[src/rtl/bcd_subtractor_4digits_seq.sv]
// Digit-serial packed-BCD subtractor: diff = a - b - bin, one digit per clock, LSD first.
// Latency: done rises DIGITS edges after the accepting start edge (next edge if an operand nibble is > 9).
// Backpressure: start is ignored while busy; operands are latched on accept and results held until the next accept.
module bcd_subtractor_4digits_seq #(
    parameter int DIGITS = 4,
    localparam int W     = 4 * DIGITS,
    localparam int CW    = (DIGITS > 1) ? $clog2(DIGITS) : 1
) (
    input  logic         clk,
    input  logic         rst_n,
    input  logic         start,
    input  logic [W-1:0] a,
    input  logic [W-1:0] b,
    input  logic         bin,
    output logic         busy,
    output logic         done,
    output logic [W-1:0] diff,
    output logic         bout,
    output logic         invalid
);

    typedef enum logic [1:0] {S_IDLE, S_RUN, S_DONE} state_t;

    state_t        state, state_nxt;
    logic [W-1:0]  a_reg, b_reg;
    logic          borrow;
    logic [CW-1:0] cnt;

    logic          accept, bad, last, neg;
    logic [3:0]    a_nib, b_nib, digit;
    logic [4:0]    t;

    function automatic logic has_bad(input logic [W-1:0] v);
        logic r;
        r = 1'b0;
        for (int i = 0; i < DIGITS; i++) begin
            if (v[4*i +: 4] > 4'd9) r = 1'b1;
        end
        return r;
    endfunction

    always_comb begin
        accept    = start && (state != S_RUN);
        bad       = has_bad(a) || has_bad(b);
        last      = (cnt == CW'(DIGITS - 1));
        a_nib     = a_reg[{cnt, 2'b00} +: 4];
        b_nib     = b_reg[{cnt, 2'b00} +: 4];
        // 5-bit wrap-around: bit 4 set means the digit went negative
        t         = {1'b0, a_nib} - {1'b0, b_nib} - {4'b0, borrow};
        neg       = t[4];
        digit     = neg ? (t[3:0] + 4'd10) : t[3:0];
        state_nxt = state;
        case (state)
            S_IDLE:  if (accept) state_nxt = bad ? S_DONE : S_RUN;
            S_RUN:   if (last) state_nxt = S_DONE;
            S_DONE:  state_nxt = accept ? (bad ? S_DONE : S_RUN) : S_IDLE;
            default: state_nxt = S_IDLE;
        endcase
    end

    always_ff @(posedge clk or negedge rst_n) begin
        if (!rst_n) state <= S_IDLE;
        else        state <= state_nxt;
    end

    always_ff @(posedge clk or negedge rst_n) begin
        if (!rst_n) begin
            a_reg   <= '0;
            b_reg   <= '0;
            borrow  <= 1'b0;
            cnt     <= '0;
            diff    <= '0;
            bout    <= 1'b0;
            invalid <= 1'b0;
            busy    <= 1'b0;
            done    <= 1'b0;
        end else if (state == S_RUN) begin
            diff[{cnt, 2'b00} +: 4] <= digit;
            borrow <= neg;
            cnt    <= cnt + 1'b1;
            if (last) begin
                bout <= neg;
                busy <= 1'b0;
                done <= 1'b1;
            end
        end else if (accept) begin
            a_reg   <= a;
            b_reg   <= b;
            borrow  <= bin;
            cnt     <= '0;
            diff    <= '0;
            bout    <= 1'b0;
            invalid <= bad;
            busy    <= !bad;
            done    <= bad;
        end else begin
            done <= 1'b0;
        end
    end

endmodule

[config.mk]
export PLATFORM = sky130hd
export DESIGN_NAME = bcd_subtractor_4digits_seq
export DESIGN_NICKNAME = d
export VERILOG_FILES = /design/src/rtl/bcd_subtractor_4digits_seq.sv
export SDC_FILE = /design/constraint.sdc
export NUM_CORES = 1
export LEC_CHECK = 0
export ABC_AREA = 1
export BUFFER_PORTS_ARGS = -buffer_cell sky130_fd_sc_hd__buf_4
export CORE_MARGIN = 5
export CORE_UTILIZATION = 45
export CTS_CLUSTER_SIZE = 40
export DETAILED_ROUTE_END_ITERATION = 7
export GPL_TIMING_DRIVEN = 0
export PLACE_DENSITY = 0.71
export SYNTH_ARGS = -nofsm -noshare
export SYNTH_HDL_FRONTEND = slang
export SYNTH_SLANG_ARGS = --single-unit
[constraint.sdc]
create_clock -name clk -period 6.6 [get_ports clk]
set_input_delay 0.99 -clock clk [delete_from_list [all_inputs] [get_ports clk]]
set_output_delay 0.99 -clock clk [all_outputs]
set_load 0.005 [all_outputs]
==> results, run 1 <==
- The maximum clock frequency is 279 MHz.
- For the worst-skew pair, the clock arrives at the later sink with an insertion delay of 0.33 ns.
- The slowest cell on the critical path is sky130_fd_sc_hd__dfrtp_1.
- 56 I/O pins were placed.
- The initial standard-cell utilization of the core is 46.9%.
- Total power for the finished layout comes to 0.000803 W.
- The tree built by TritonCTS fans out to 57 sinks.
- Of the total power, combinational logic draws 19.3%.
- Setup repair after global routing left no endpoint under its margin.
- Clock tree synthesis inserted a total of 9 buffers.
- Of all flip-flops after synthesis, the portion carrying an async set or reset was 100%.
- At the end of the flow, the number of nets in the layout was 466.
- The clock tree buffer depth is 2.
- Global routing used 18.6% of the available tracks across all layers.
- Across all hold checks on the routed design, the worst slack comes to 0.467 ns.
- The leading cell type by number of instances after synthesis is sky130_fd_sc_hd__nand2_1.
- The clock skew is 0.00671 ns.
- Entering global routing, the biggest net connects 58 pins.
- The worst setup slack before clock tree synthesis is 3.05 ns.
- The congestion estimate from routability-driven global placement came to 0.792.
- Global routing finished with a remaining overflow of 0.
- Counting instances in the post-synthesis netlist gives the leading cell types as sky130_fd_sc_hd__nand2_1, sky130_fd_sc_hd__dfrtp_1, sky130_fd_sc_hd__inv_1.
- In this run the worst path has a maximum fanout of 11.
- The sum of net half-perimeters after detailed placement is 4930 um.
- The worst reg-to-reg setup slack is 3.02 ns.
- The count of H-tree levels built during CTS is 3.
- The post-route netlist has 18.1% of its cells at a drive strength greater than 1.
- The cell count after synthesis is 353.
- The flow ran to the end, and the final reports show no timing, DRC or antenna violations.
- The startpoint of the lowest-slack register-to-register path is cnt[0].
- The shortest clock period the worst path allows after layout is 3.58 ns.
- Broken down by cell family, the worst path's largest delay share belongs to simple AND/OR/NAND/NOR gates.
- The via count of the first global-routing pass was 2,472.
- The headroom to the max-slew limit is 53.6%.
- Max-cap violations in this run came to 0.
- The via count is 2,479.
- The pre-antenna-repair detailed-routing pass consisted of 5 iterations.
- The number of hold violations in the final report was 0.
- In this run the biggest area consumer among cell types represents 50.5% of the synthesized area.
- The setup total negative slack is 0 ns.
- After synthesis, flip-flops and latches occupy 50.5% of the total area.
- The die outline height is 89.3 um.
- When the netlist entered floorplanning its net count stood at 400.
- At the worst endpoint, the arrival time is 3.86 ns.
- After clock tree synthesis, the clock-pin slew on the worst setup and hold paths is 0.06 ns.
- After synthesis, the cell types taking the most area are sky130_fd_sc_hd__dfrtp_1, sky130_fd_sc_hd__nand2_1, sky130_fd_sc_hd__o21ai_0, sky130_fd_sc_hd__inv_1, sky130_fd_sc_hd__ha_1.
- The post-CTS setup-driven buffer insertion count is 0.
- The port buffer count is 55.
- The worst path required time is 6.87 ns.
- TritonCTS built the clock tree.
- The area growth from synthesis to layout is 23.2%.
- Net switching is 28.5% of the power.
- The endpoint identified for the worst register-to-register timing path is diff[6].
- The most numerous cell on the critical path is sky130_fd_sc_hd__nand2_1.
- The global routing stage identified its most utilized layer as met2.
- The core area is 6030 um2.
- The leakage power of the design is 1.85 nW.
- The met2 track demand over resource in global routing is 29.2%.
- The most critical setup path has its startpoint at cnt[0].
- STA classifies the critical path startpoint as a register.
- Counting the fill cells in the layout gives 577.
- The synthesized flop and latch total is 57.
- The internal portion of the total power is 0.000574 W.
- The via-per-instance ratio is 5.00.
- The share of the cycle needed by the critical path after routing is 54.3%.
- Clock tree synthesis selected as its root buffer the cell sky130_fd_sc_hd__clkbuf_8.
- Dividing total power by cell area gives a power density of 231 nW/um2.
- The total of endpoints with negative setup slack in the final report is 0.
- The longest individual stage delay on the worst path is 0.47 ns.
- The final number of max-transition violations was 0.
- The chip width is 89.3 um.
- Post-CTS repair changed the size of 0 cells.
- The count of cells in the finished layout, fillers not included, comes to 496.
- The worst min-delay path class is register to register.
- In this run, the number of DRC markers left after iteration 0 of detailed routing was 162.
- After synthesis, the netlist uses 28 different library cells.
- The number of placed instances with taps included is 483.
- The remaining antenna violation count is 0.
- The critical path crosses 18 cells after its start point.
- IR analysis of the VDD net gives a maximum drop of 0.000128 V.
- The initial antenna violation count is 0.
- In this run the worst setup path terminates at diff[6].
- The analysis attributes to net switching a power of 0.000229 W.
- The count of flip-flops with a built-in enable after synthesis is 0.
- Global routing consumed, on the met3 layer, 3.69% of the routing resources.
- For met1 alone, demand over resource in global routing was 25.0%.
- The number of antenna diodes in the final layout is 0.
- Across the whole layout, storage elements account for 1430 um2.
- Yosys printed 0 warnings.
- The initialized floorplan defines 28 standard-cell rows.
- The most used flip-flop cell after synthesis is sky130_fd_sc_hd__dfrtp_1.
- For this run, design rule violations remaining after detail routing come to 0.
- The area occupied by multi-input gates is 1170 um2.
- The final worst slack is 3.02 ns.
- The full die area is 7970 um2.
- The final layout contains routed wiring with a total length of 6510 um.
- The signal on the critical path passes through inv_2 > buf_6 > clkbuf_1 > nand2_1 > a32o_1 > fa_1 > fa_1 > inv_1 > nand2_1 > nand2_1 > nand3_1 > nand2_1 > nor2_1 > a21oi_1 > nand2_1 > nor2_1 > nand2_1 > nand2_1.
- The first global-routing pass estimated 11,200 um of wire.
- Dividing the detail-routed wire length by the instance count gives 13.1 um.
- Registers are responsible for 47.8% of the overall power.
- The share of total power dissipated in the clock network is 32.8%.
- The nature of the critical path endpoint is a register.
- Summing every instance area after synthesis gives 2830 um2.
- The number of buffers and inverters on the critical path is 4.
- The slew at the pin closest to its max-slew limit is 0.696 ns.
- The mean cell area of the mapped netlist is 8.01 um2.
- Summed over all instances, the cell type with the most area after synthesis is sky130_fd_sc_hd__dfrtp_1.
- In this run, post-CTS hold repair placed 0 buffers.
- The critical path in this run is classified as register to register.
- The worst reg2reg path depth is 18.
[per-layer routing]
metal | wire length (um) | part of all wire [%] | vias to the layer above
met4 | 79 | 1.2 | 0
li1 | - | - | 1254
met3 | 407 | 6.3 | 7
met1 | 2980 | 46 | 1155
met2 | 3040 | 47 | 63
met5 | 0 | 0 | -
[power groups by stage]
stage | clock (W) | sequential (W) | combinational [W]
finish | 0.000264 | 0.000384 | 0.000155
detailed placement | 0 | 0.000390 | 0.000157
global placement | 0 | 0.000390 | 0.000152
floorplan | 0 | 0.000387 | 0.000105
CTS | 0.000268 | 0.000384 | 0.000157
global route | 0.000283 | 0.000386 | 0.000183
[cells in the final DEF (no fill, tap or decap), types with 8 or more instances in the layout]
cell type	netlist	layout
sky130_fd_sc_hd__buf_4	1	56
sky130_fd_sc_hd__a21oi_1	13	13
sky130_fd_sc_hd__nor2_1	14	14
sky130_fd_sc_hd__o21ai_0	37	37
sky130_fd_sc_hd__nand3_1	8	8
sky130_fd_sc_hd__nand2_1	127	127
sky130_fd_sc_hd__clkbuf_8	0	10
sky130_fd_sc_hd__clkbuf_1	10	12
sky130_fd_sc_hd__dfrtp_1	57	57
sky130_fd_sc_hd__ha_1	9	9
sky130_fd_sc_hd__inv_1	43	43
[layout make-up]
type	instances	area share, %
Inverter	47	5.06
Sequential cell	57	40.9
Timing Repair Buffer	55	11.9
Clock buffer	12	4.17
Multi-Input combinational cell	237	33.5
Tap cell	75	2.69
Clock inverter	1	0.144
Buffer	12	1.62
[logic make-up after synthesis]
kind of cell	share of synthesized area (%)
flip-flops	50.5
buffers and inverters	8.23
adder cells (fa/ha/maj)	5.40
XOR/XNOR	0.310
AO/OA/AOI/OAI	12.7
AND/OR/NAND/NOR	22.9
[worst min-delay path by stage]
stage / to / cells past startpoint / start / slack, ns
after detailed placement: state[1] / 1 / state[0] / 0.46
final: state[1] / 1 / state[0] / 0.47
after CTS: state[1] / 1 / state[0] / 0.47
after global placement: state[1] / 1 / state[0] / 0.45
after floorplan: state[1] / 1 / state[0] / 0.44
after global routing: a_reg[10] / 2 / a_reg[10] / 0.48
[metrics by stage]
step | cell area, um2 | utilization, %
after detailed placement | 3330 | 55.3
final | 3480 | 57.8
after global routing | 3480 | 57.8
after global placement | 3330 | 55.3
after floorplan | 2830 | -
after CTS | 3480 | 57.8
No activity file was read; power rests on OpenSTA's default activity.
==> run 2, diff against run 1 <==
--- a/config.mk
+++ b/config.mk
@@ -5,14 +5,14 @@
 export SDC_FILE = /design/constraint.sdc
 export NUM_CORES = 1
 export LEC_CHECK = 0
-export ABC_AREA = 1
+export ABC_AREA = 0
 export BUFFER_PORTS_ARGS = -buffer_cell sky130_fd_sc_hd__buf_4
 export CORE_MARGIN = 5
 export CORE_UTILIZATION = 45
 export CTS_CLUSTER_SIZE = 40
 export DETAILED_ROUTE_END_ITERATION = 7
 export GPL_TIMING_DRIVEN = 0
-export PLACE_DENSITY = 0.71
+export PLACE_DENSITY = 0.74
 export SYNTH_ARGS = -nofsm -noshare
 export SYNTH_HDL_FRONTEND = slang
 export SYNTH_SLANG_ARGS = --single-unit
==> constraint.sdc (replaced) <==
create_clock -name clk -period 2.9 [get_ports clk]
set_input_delay 0.435 -clock clk [delete_from_list [all_inputs] [get_ports clk]]
set_output_delay 0.435 -clock clk [all_outputs]
set_load 0.005 [all_outputs]
==> run 2 against run 1 <==
Effect of this change: the run now ends with negative setup slack left; sequential power is 130% higher; total power grew to 2.8 times the previous value; design area is 5.0% higher; utilization is 0.79 points higher; area after synthesis is 0.62% higher; critical path depth is 6 lower; combinational power grew to 3.4 times the previous value; register-to-register slack worse by 3.5 ns; global-route usage is 0.69 points higher; sequential cell count stayed put; maximum frequency is 6.1% higher; synthesized cell count is 14% lower; critical path type unchanged; largest cell class unchanged; largest power group unchanged.
==> results, run 2 <==
- The number of fill cells is 570 (was 577).
- The total of endpoints with negative setup slack in the final report is 12 (was 0).
- The total global routing overflow is 0 (unchanged).
- The start-to-end type of the worst setup path is register to register (unchanged).
- Synth top area cells: sky130_fd_sc_hd__dfrtp_1, sky130_fd_sc_hd__nand2_1, sky130_fd_sc_hd__mux4_2, sky130_fd_sc_hd__o21ai_0, sky130_fd_sc_hd__ha_1 (was sky130_fd_sc_hd__dfrtp_1, sky130_fd_sc_hd__nand2_1, sky130_fd_sc_hd__o21ai_0, sky130_fd_sc_hd__inv_1, sky130_fd_sc_hd__ha_1).
- The power density over the cells is 605 nW/um2 (was 231 nW/um2).
- The most used flip-flop cell after synthesis is sky130_fd_sc_hd__dfrtp_1 (unchanged).
- The count of H-tree levels built during CTS is 3 (unchanged).
- The checks that failed: negative setup slack.
- The met1 capacity usage during global routing was 24.9% (was 25.0%).
- Commonest non-fill, non-tap cells in the layout: sky130_fd_sc_hd__nand2_1, sky130_fd_sc_hd__buf_4, sky130_fd_sc_hd__dfrtp_1 (was sky130_fd_sc_hd__nand2_1, sky130_fd_sc_hd__dfrtp_1, sky130_fd_sc_hd__buf_4).
- The synthesized-area fraction occupied by ao, oa, aoi and oai cells came to 11.7% (was 12.7%).
- The number of buffers added to fix hold violations after cts came to 0 (unchanged).
- The sum of net half-perimeters after detailed placement is 4940 um (was 4930 um).
- The final cell utilization of the core is 58.6% (was 57.8%).
- The number of buffers created by CTS is 9 (unchanged).
- The largest driver fanout on the critical path is 3 (was 11).
- The via count is 2,352 (was 2,479).
- The share of the cycle needed by the critical path after routing came to 116% (was 54.3%).
- The max-capacitance violation count was 0 (unchanged).
- The headroom to the max-slew limit was 53.4% (was 53.6%).
- The leading cell type by number of instances after synthesis was sky130_fd_sc_hd__nand2_1 (unchanged).
- The final number of max-transition violations is 0 (unchanged).
- The cell count after synthesis is 304 (was 353).
- The fraction of the mapped netlist area in simple logic gates is 20.4% (was 22.9%).
- The biggest area consumer among synthesized cells was sky130_fd_sc_hd__dfrtp_1 (unchanged).
- The multiplexer share of the synthesized area was 6.78% (was 0%).
- The startpoint class of the critical path is a register (unchanged).
- The clock skew came to 0.00990 ns (was 0.00671 ns).
- The total inserted antenna cells is 0 (unchanged).
- The number of nets produced by synthesis is 351 (was 400).
- The number of hold violations in the final report is 0 (unchanged).
- The clock tree buffer depth was 2 (unchanged).
- The final weighted congestion of routability-driven global placement is 0.821 (was 0.792).
- The port buffer count is 54 (was 55).
- The cell area after synthesis is 2840 um2 (was 2830 um2).
- The capturing point of the worst reg2reg path is diff[11] (was diff[6]).
- The dominant combinational cell family by area after synthesis is simple AND/OR/NAND/NOR gates (unchanged).
- The final hold slack was 0.131 ns (was 0.467 ns).
- The worst min-delay path class is input port to async pin (was register to register).
- The full die area is 8010 um2 (was 7970 um2).
- The number of sinks driven by the clock tree came to 57 (unchanged).
- The leading cell type in the layout, fill and taps excluded was sky130_fd_sc_hd__nand2_1 (unchanged).
- The post-route cell area is 3660 um2 (was 3480 um2).
- The highest ir drop seen on vdd came to 0.000281 V (was 0.000128 V).
- The CTS tree was yes (unchanged).
- The chip width came to 89.5 um (was 89.3 um).
- The fraction of post-synthesis cell area in the top cell type by area is 50.2% (was 50.5%).
- The total detailed-routing wirelength came to 6730 um (was 6510 um).
- The instance area at placement was 3380 um2 (was 3330 um2).
- The detail-routed net length per standard cell is 14.7 um (was 13.1 um).
- The sequential cell area is 1430 um2 (unchanged).
- The post-route total power came to 0.00221 W (was 0.000803 W).
- The slew at the pin closest to its max-slew limit came to 0.700 ns (was 0.696 ns).
- The share of final-layout standard cells stronger than drive strength 1 is 26.3% (was 18.1%).
- The synthesis warning total is 0 (unchanged).
- The worst path required time is 3.19 ns (was 6.87 ns).
- The met2 track demand over resource in global routing is 30.7% (was 29.2%).
- The busiest metal layer after global routing is met2 (unchanged).
- The maximum clock frequency is 296 MHz (was 279 MHz).
- The worst reg2reg path depth is 12 (was 18).
- Most numerous cell types in the synthesized netlist: sky130_fd_sc_hd__nand2_1, sky130_fd_sc_hd__dfrtp_1, sky130_fd_sc_hd__o21ai_0 (was sky130_fd_sc_hd__nand2_1, sky130_fd_sc_hd__dfrtp_1, sky130_fd_sc_hd__inv_1).
- The shortest clock period the worst path allows after layout was 3.38 ns (was 3.58 ns).
- The count of unique library cells instantiated by Yosys is 38 (was 28).
- The final worst slack is -0.478 ns (was 3.02 ns).
- The number of placement rows is 29 (was 28).
- The total number of nets in the final design was 422 (was 466).
- The initial antenna violation count is 0 (unchanged).
- The clock network latency to the later pin of the worst-skew pair is 0.35 ns (was 0.33 ns).
- The synthesized flop and latch total is 57 (unchanged).
- The remaining antenna violation count came to 0 (unchanged).
- The combined global-route utilization of all metal layers is 19.3% (was 18.6%).
- The first-pass GRT wire length came to 11,400 um (was 11,200 um).
- The data arrival time at the worst-slack endpoint is 3.67 ns (was 3.86 ns).
- The die outline height is 89.5 um (was 89.3 um).
- Outcome: finished, violations left (was finished clean).
- The proportion of synthesized chip area in sequential cells is 50.2% (was 50.5%).
- The final routed DRC violation total was 0 (unchanged).
- The top-level I/O count was 56 (unchanged).
- The DRC violation total after the first TritonRoute iteration is 106 (was 162).
- The async set or reset register ratio after synthesis is 100% (unchanged).
- The number of iterations in the first detailed-routing pass is 4 (was 5).
- The via-per-instance ratio came to 5.15 (was 5.00).
- The mean cell area of the mapped netlist came to 9.36 um2 (was 8.01 um2).
- The area growth from synthesis to layout is 28.6% (was 23.2%).
- The nature of the critical path endpoint is a register (unchanged).
- The leakage power of the design is 1.80 nW (was 1.85 nW).
- The initial standard-cell utilization of the core came to 45.6% (was 46.9%).
- The post-synthesis xor/xnor area fraction is 1.23% (was 0.310%).
- The area occupied by multi-input gates is 1330 um2 (was 1170 um2).
- The met3 track demand over resource is 4.42% (was 3.69%).
- The startpoint of the lowest-slack register-to-register path is cnt[0] (unchanged).
- The via count of the first global-routing pass came to 2,427 (was 2,472).
- The clock-pin slew on the worst setup and hold paths is 0.07 ns (was 0.06 ns).
- The beginning of the critical path is cnt[0] (unchanged).
- The worst reg-to-reg setup slack is -0.48 ns (was 3.02 ns).
- The core area is 6240 um2 (was 6030 um2).
- Setup repair after global routing missed its margin: true (was false).
- The adder-cell share of the synthesized area came to 5.37% (was 5.40%).
- The largest net degree at the start of global routing is 58 (unchanged).
- The count of flip-flops with a built-in enable after synthesis is 0 (unchanged).
- The buffer cell driving the clock tree root is sky130_fd_sc_hd__clkbuf_8 (unchanged).
-- run 2: cell count changes in the layout (fill, tap and decap cells not counted), sizes merged, moves of 4 or more --
cell / change
inv: -31
nor2: -13
nand2: -11
nand3: -9
o21ai: -9
buf: +8
mux4: +7
a32o: -4
nand2b: +4
-- run 2: worst max-delay path: stages, from the launching register on --
cell                        delay [ns]
sky130_fd_sc_hd__dfrtp_1          0.37
sky130_fd_sc_hd__buf_6            0.12
sky130_fd_sc_hd__buf_12           0.09
sky130_fd_sc_hd__mux4_2           0.49
sky130_fd_sc_hd__fa_2             0.39
sky130_fd_sc_hd__fa_2             0.42
sky130_fd_sc_hd__xor2_1           0.16
sky130_fd_sc_hd__ha_2             0.21
sky130_fd_sc_hd__or3_4            0.12
sky130_fd_sc_hd__a21oi_2          0.06
sky130_fd_sc_hd__a2111oi_4        0.39
sky130_fd_sc_hd__mux2i_1          0.30
sky130_fd_sc_hd__a22o_1           0.19
-- run 2: worst max-delay path by stage --
stage	end	slack, ns	cells past startpoint
floorplan	diff[11]	-0.47	12
global placement	diff[11]	-0.67	12
detailed placement	diff[11]	-0.73	12
CTS	diff[11]	-0.45	12
global route	diff[11]	-0.60	12
finish	diff[11]	-0.48	12
-- run 2: power by group --
| group | switching [W] | internal [W] | total, W |
|---|---|---|---|
| clock | 0.000329 | 0.000479 | 0.000808 |
| combinational | 0.000291 | 0.000243 | 0.000534 |
| sequential | 0.0000258 | 0.000846 | 0.000872 |
| total | 0.000646 | 0.00157 | 0.00221 |
-- run 2: cells by family (layout without fill, tap and decap cells) --
kind of cell | Yosys count | count (layout)
xor+xnor | 4 | 4
simple gates | 139 | 139
mux | 10 | 10
fa+ha+maj | 11 | 11
compound gates | 54 | 54
flops | 57 | 57
buf+inv | 29 | 105
-- run 2: cell type report --
class                   count  area share, %
plain buffers              14           2.43
clock buffers              10           3.49
clock inverters             6           2.26
inverters                  15           1.54
multi-input cells         218           36.2
flip-flops and latches     57           39.0
well taps                  77           2.63
repair buffers             60           12.4
-- run 2: repair_timing --
action / 4_1_cts / 5_1_grt
pin swaps: 8 / 6
gates resized for setup: 2 / 4
buffers inserted: 4 / 2
setup endpoints to repair: 12 / 12
-- run 2: through the flow --
stage / setup WS (ns) / cells / TNS [ns]
2_1_floorplan: -0.465 / 304 / -2.42
3_3_place_gp: -0.673 / 435 / -5.76
3_5_place_dp: -0.734 / 435 / -6.33
4_1_cts: -0.454 / 455 / -3.60
5_1_grt: -0.597 / 457 / -5.01
6_report: -0.478 / 457 / -3.54
-- run 2: metal layers --
layer  vias up  routed length (um)
li1       1158                   -
met1      1106                2950
met2        77                3200
met3        11                 445
met4         0                 127
met5         -                   0
==> run 3, diff against run 2 <==
--- a/config.mk
+++ b/config.mk
@@ -8,11 +8,11 @@
 export ABC_AREA = 0
 export BUFFER_PORTS_ARGS = -buffer_cell sky130_fd_sc_hd__buf_4
 export CORE_MARGIN = 5
-export CORE_UTILIZATION = 45
+export CORE_UTILIZATION = 25
 export CTS_CLUSTER_SIZE = 40
 export DETAILED_ROUTE_END_ITERATION = 7
 export GPL_TIMING_DRIVEN = 0
-export PLACE_DENSITY = 0.74
+export PLACE_DENSITY = 0.48
 export SYNTH_ARGS = -nofsm -noshare
 export SYNTH_HDL_FRONTEND = slang
 export SYNTH_SLANG_ARGS = --single-unit
==> run 3 against run 2 <==
Effect of this change: the flow still finishes with violations (negative setup slack); highest routed layer unchanged; clock power up 32%; combinational power up 7.5%; clock-buffer cell count unchanged; largest power group is now clock; maximum frequency up 0.81%; critical path depth down 1; register-to-register slack better by 0.03 ns; clock skew up 0.00056 ns; hold slack better by 0.059 ns; largest cell class unchanged.
==> results, run 3 (synthesis gave the netlist of run 2 again) <==
- The number of iterations in the first detailed-routing pass was 4 (unchanged).
- The full die area is 13,600 um2 (was 8010 um2).
- The internal cell power is 0.00180 W (was 0.00157 W).
- The final number of max-transition violations is 0 (unchanged).
- The max-capacitance violation count is 0 (unchanged).
- The data arrival time at the worst-slack endpoint came to 3.61 ns (was 3.67 ns).
- The headroom to the max-slew limit came to 50.2% (was 53.4%).
- The sum of net half-perimeters after detailed placement was 5590 um (was 4940 um).
- The post-route total power is 0.00252 W (was 0.00221 W).
- The via count is 2,352 (unchanged).
- The area growth from synthesis to layout was 35.2% (was 28.6%).
- The port buffer count is 54 (unchanged).
- The shortest clock period the worst path allows after layout came to 3.35 ns (was 3.38 ns).
- The DRC violation total after the first TritonRoute iteration is 61 (was 106).
- The share of final-layout standard cells stronger than drive strength 1 is 26.4% (was 26.3%).
- The clock tree buffer depth is 2 (unchanged).
- The startpoint class of the critical path is a register (unchanged).
- The total of endpoints with negative setup slack in the final report is 12 (unchanged).
- The remaining antenna violation count is 0 (unchanged).
- The switching part of the total is 28.6% (was 29.2%).
- The count of H-tree levels built during CTS came to 3 (unchanged).
- The sequential group share of total power is 34.7% (was 39.4%).
- The leading cell type in the layout, fill and taps excluded is sky130_fd_sc_hd__nand2_1 (unchanged).
- The highest ir drop seen on vdd is 0.000222 V (was 0.000281 V).
- Outcome: finished, violations left (unchanged).
- The number of buffers created by CTS came to 9 (unchanged).
- The total global routing overflow was 0 (unchanged).
- The detail-routed net length per standard cell is 14.4 um (was 14.7 um).
- The first-pass GRT wire length is 12,500 um (was 11,400 um).
- The number of placement rows is 39 (was 29).
- The number of sinks driven by the clock tree was 57 (unchanged).
- The instance area at placement is 3460 um2 (was 3380 um2).
- The start-to-end type of the worst setup path is register to register (unchanged).
- The slew at the pin closest to its max-slew limit is 0.747 ns (was 0.700 ns).
- The largest net degree at the start of global routing came to 58 (unchanged).
- The final worst slack is -0.451 ns (was -0.478 ns).
- Failing checks: negative setup slack (unchanged).
- The combined global-route utilization of all metal layers is 12.0% (was 19.3%).
- The clock network power share was 42.5% (was 36.5%).
- The clock-pin slew on the worst setup and hold paths is 0.05 ns (was 0.07 ns).
- The largest driver fanout on the critical path is 2 (was 3).
- The top-level I/O count is 56 (unchanged).
- The power density over the cells was 655 nW/um2 (was 605 nW/um2).
- Setup repair after global routing missed its margin: true (unchanged).
- The worst reg2reg path depth came to 11 (was 12).
- The combinational fraction of design power is 22.8% (was 24.1%).
- The leakage power of the design is 1.85 nW (was 1.80 nW).
- The core area is 11,300 um2 (was 6240 um2).
- Commonest non-fill, non-tap cells in the layout: sky130_fd_sc_hd__nand2_1, sky130_fd_sc_hd__buf_4, sky130_fd_sc_hd__dfrtp_1 (unchanged).
- The clock skew is 0.0105 ns (was 0.00990 ns).
- The clock network latency to the later pin of the worst-skew pair is 0.33 ns (was 0.35 ns).
- The number of hold violations in the final report is 0 (unchanged).
- The final cell utilization of the core came to 34.1% (was 58.6%).
- The post-route cell area is 3850 um2 (was 3660 um2).
- The die outline height is 117 um (was 89.5 um).
- The worst path required time is 3.16 ns (was 3.19 ns).
- The switching power total was 0.000720 W (was 0.000646 W).
- The final weighted congestion of routability-driven global placement was 0.768 (was 0.821).
- The via count of the first global-routing pass is 2,386 (was 2,427).
- The final hold slack is 0.190 ns (was 0.131 ns).
- The nature of the critical path endpoint is a register (unchanged).
- The share of the cycle needed by the critical path after routing came to 116% (about the same).
- The initial standard-cell utilization of the core came to 25.2% (was 45.6%).
- The worst min-delay path class is input port to async pin (unchanged).
- The chip width is 117 um (was 89.5 um).
- The buffer cell driving the clock tree root was sky130_fd_sc_hd__clkbuf_16 (was sky130_fd_sc_hd__clkbuf_8).
- The final routed DRC violation total is 0 (unchanged).
- The total detailed-routing wirelength is 7540 um (was 6730 um).
- The CTS tree is yes (unchanged).
- The number of buffers added to fix hold violations after cts is 0 (unchanged).
- The maximum clock frequency is 298 MHz (was 296 MHz).
- The total inserted antenna cells is 0 (unchanged).
- The via-per-instance ratio is 4.48 (was 5.15).
- The initial antenna violation count came to 0 (unchanged).
- The total number of nets in the final design is 424 (was 422).
## run 3: cell types whose count changed in the layout (fill, tap and decap cells not counted), sizes merged
cell      before  now
buf           65   67
bufinv         2    1
clkinvlp       1    2
## run 3: stage by stage
stage,TNS (ns),worst slack (ns),std cells
2_1_floorplan,-2.42,-0.465,304
3_3_place_gp,-6.65,-0.756,501
3_5_place_dp,-7.24,-0.806,501
4_1_cts,-4.08,-0.454,523
5_1_grt,-5.43,-0.592,525
6_report,-3.50,-0.451,525
## run 3: power groups by stage
stage               clock network [W]  registers, W  logic, W
finish                        0.00107      0.000873  0.000574
global route                  0.00113      0.000878  0.000636
CTS                           0.00109      0.000873  0.000550
detailed placement                  0      0.000886  0.000521
global placement                    0      0.000886  0.000510
floorplan                           0      0.000879  0.000352
## run 3: metal layers
metal / up-vias / global-route usage, % / part of all wire, %
met5: - / 0 / 0
met4: 0 / 3.21 / 0.93
met1: 1116 / 16.6 / 48
met3: 8 / 3.37 / 5.3
li1: 1162 / - / -
met2: 66 / 18.7 / 46
## run 3: worst max-delay path, stage by stage, from the launching register on
cell and delay [ns]:
sky130_fd_sc_hd__dfrtp_1 0.36, sky130_fd_sc_hd__buf_6 0.12, sky130_fd_sc_hd__buf_12 0.09, sky130_fd_sc_hd__mux4_2 0.50, sky130_fd_sc_hd__fa_2 0.41, sky130_fd_sc_hd__fa_2 0.59, sky130_fd_sc_hd__ha_2 0.19, sky130_fd_sc_hd__or3_1 0.11
sky130_fd_sc_hd__a21oi_2 0.06, sky130_fd_sc_hd__a2111oi_4 0.35, sky130_fd_sc_hd__mux2i_1 0.32, sky130_fd_sc_hd__a22o_1 0.18
## run 3: final cells by class
| type | count | area (um2) |
|---|---|---|
| Clock inverter | 6 | 67.6 |
| Timing Repair Buffer | 62 | 469 |
| Fill cell | 1177 | 7430 |
| Multi-Input combinational cell | 218 | 1320 |
| Tap cell | 143 | 179 |
| Inverter | 15 | 56.3 |
| Buffer | 14 | 88.8 |
| Clock buffer | 10 | 239 |
| Sequential cell | 57 | 1430 |
## run 3: final timing paths
kind,startpoint,endpoint,slack [ns]
max,cnt[0],diff[3],-0.45
min,rst_n,invalid,0.19
max reg2reg,cnt[0],diff[3],-0.45
min reg2reg,a_reg[11],a_reg[11],0.47
max in group asynchronous,rst_n,a_reg[9],2.23
min in group clk,a[11],a_reg[11],0.30
## run 3: timing repair
item	in CTS	in global routing
pin swaps	7	2
resized for setup	2	2
endpoints found under the setup margin	14	12
setup buffers	6	2
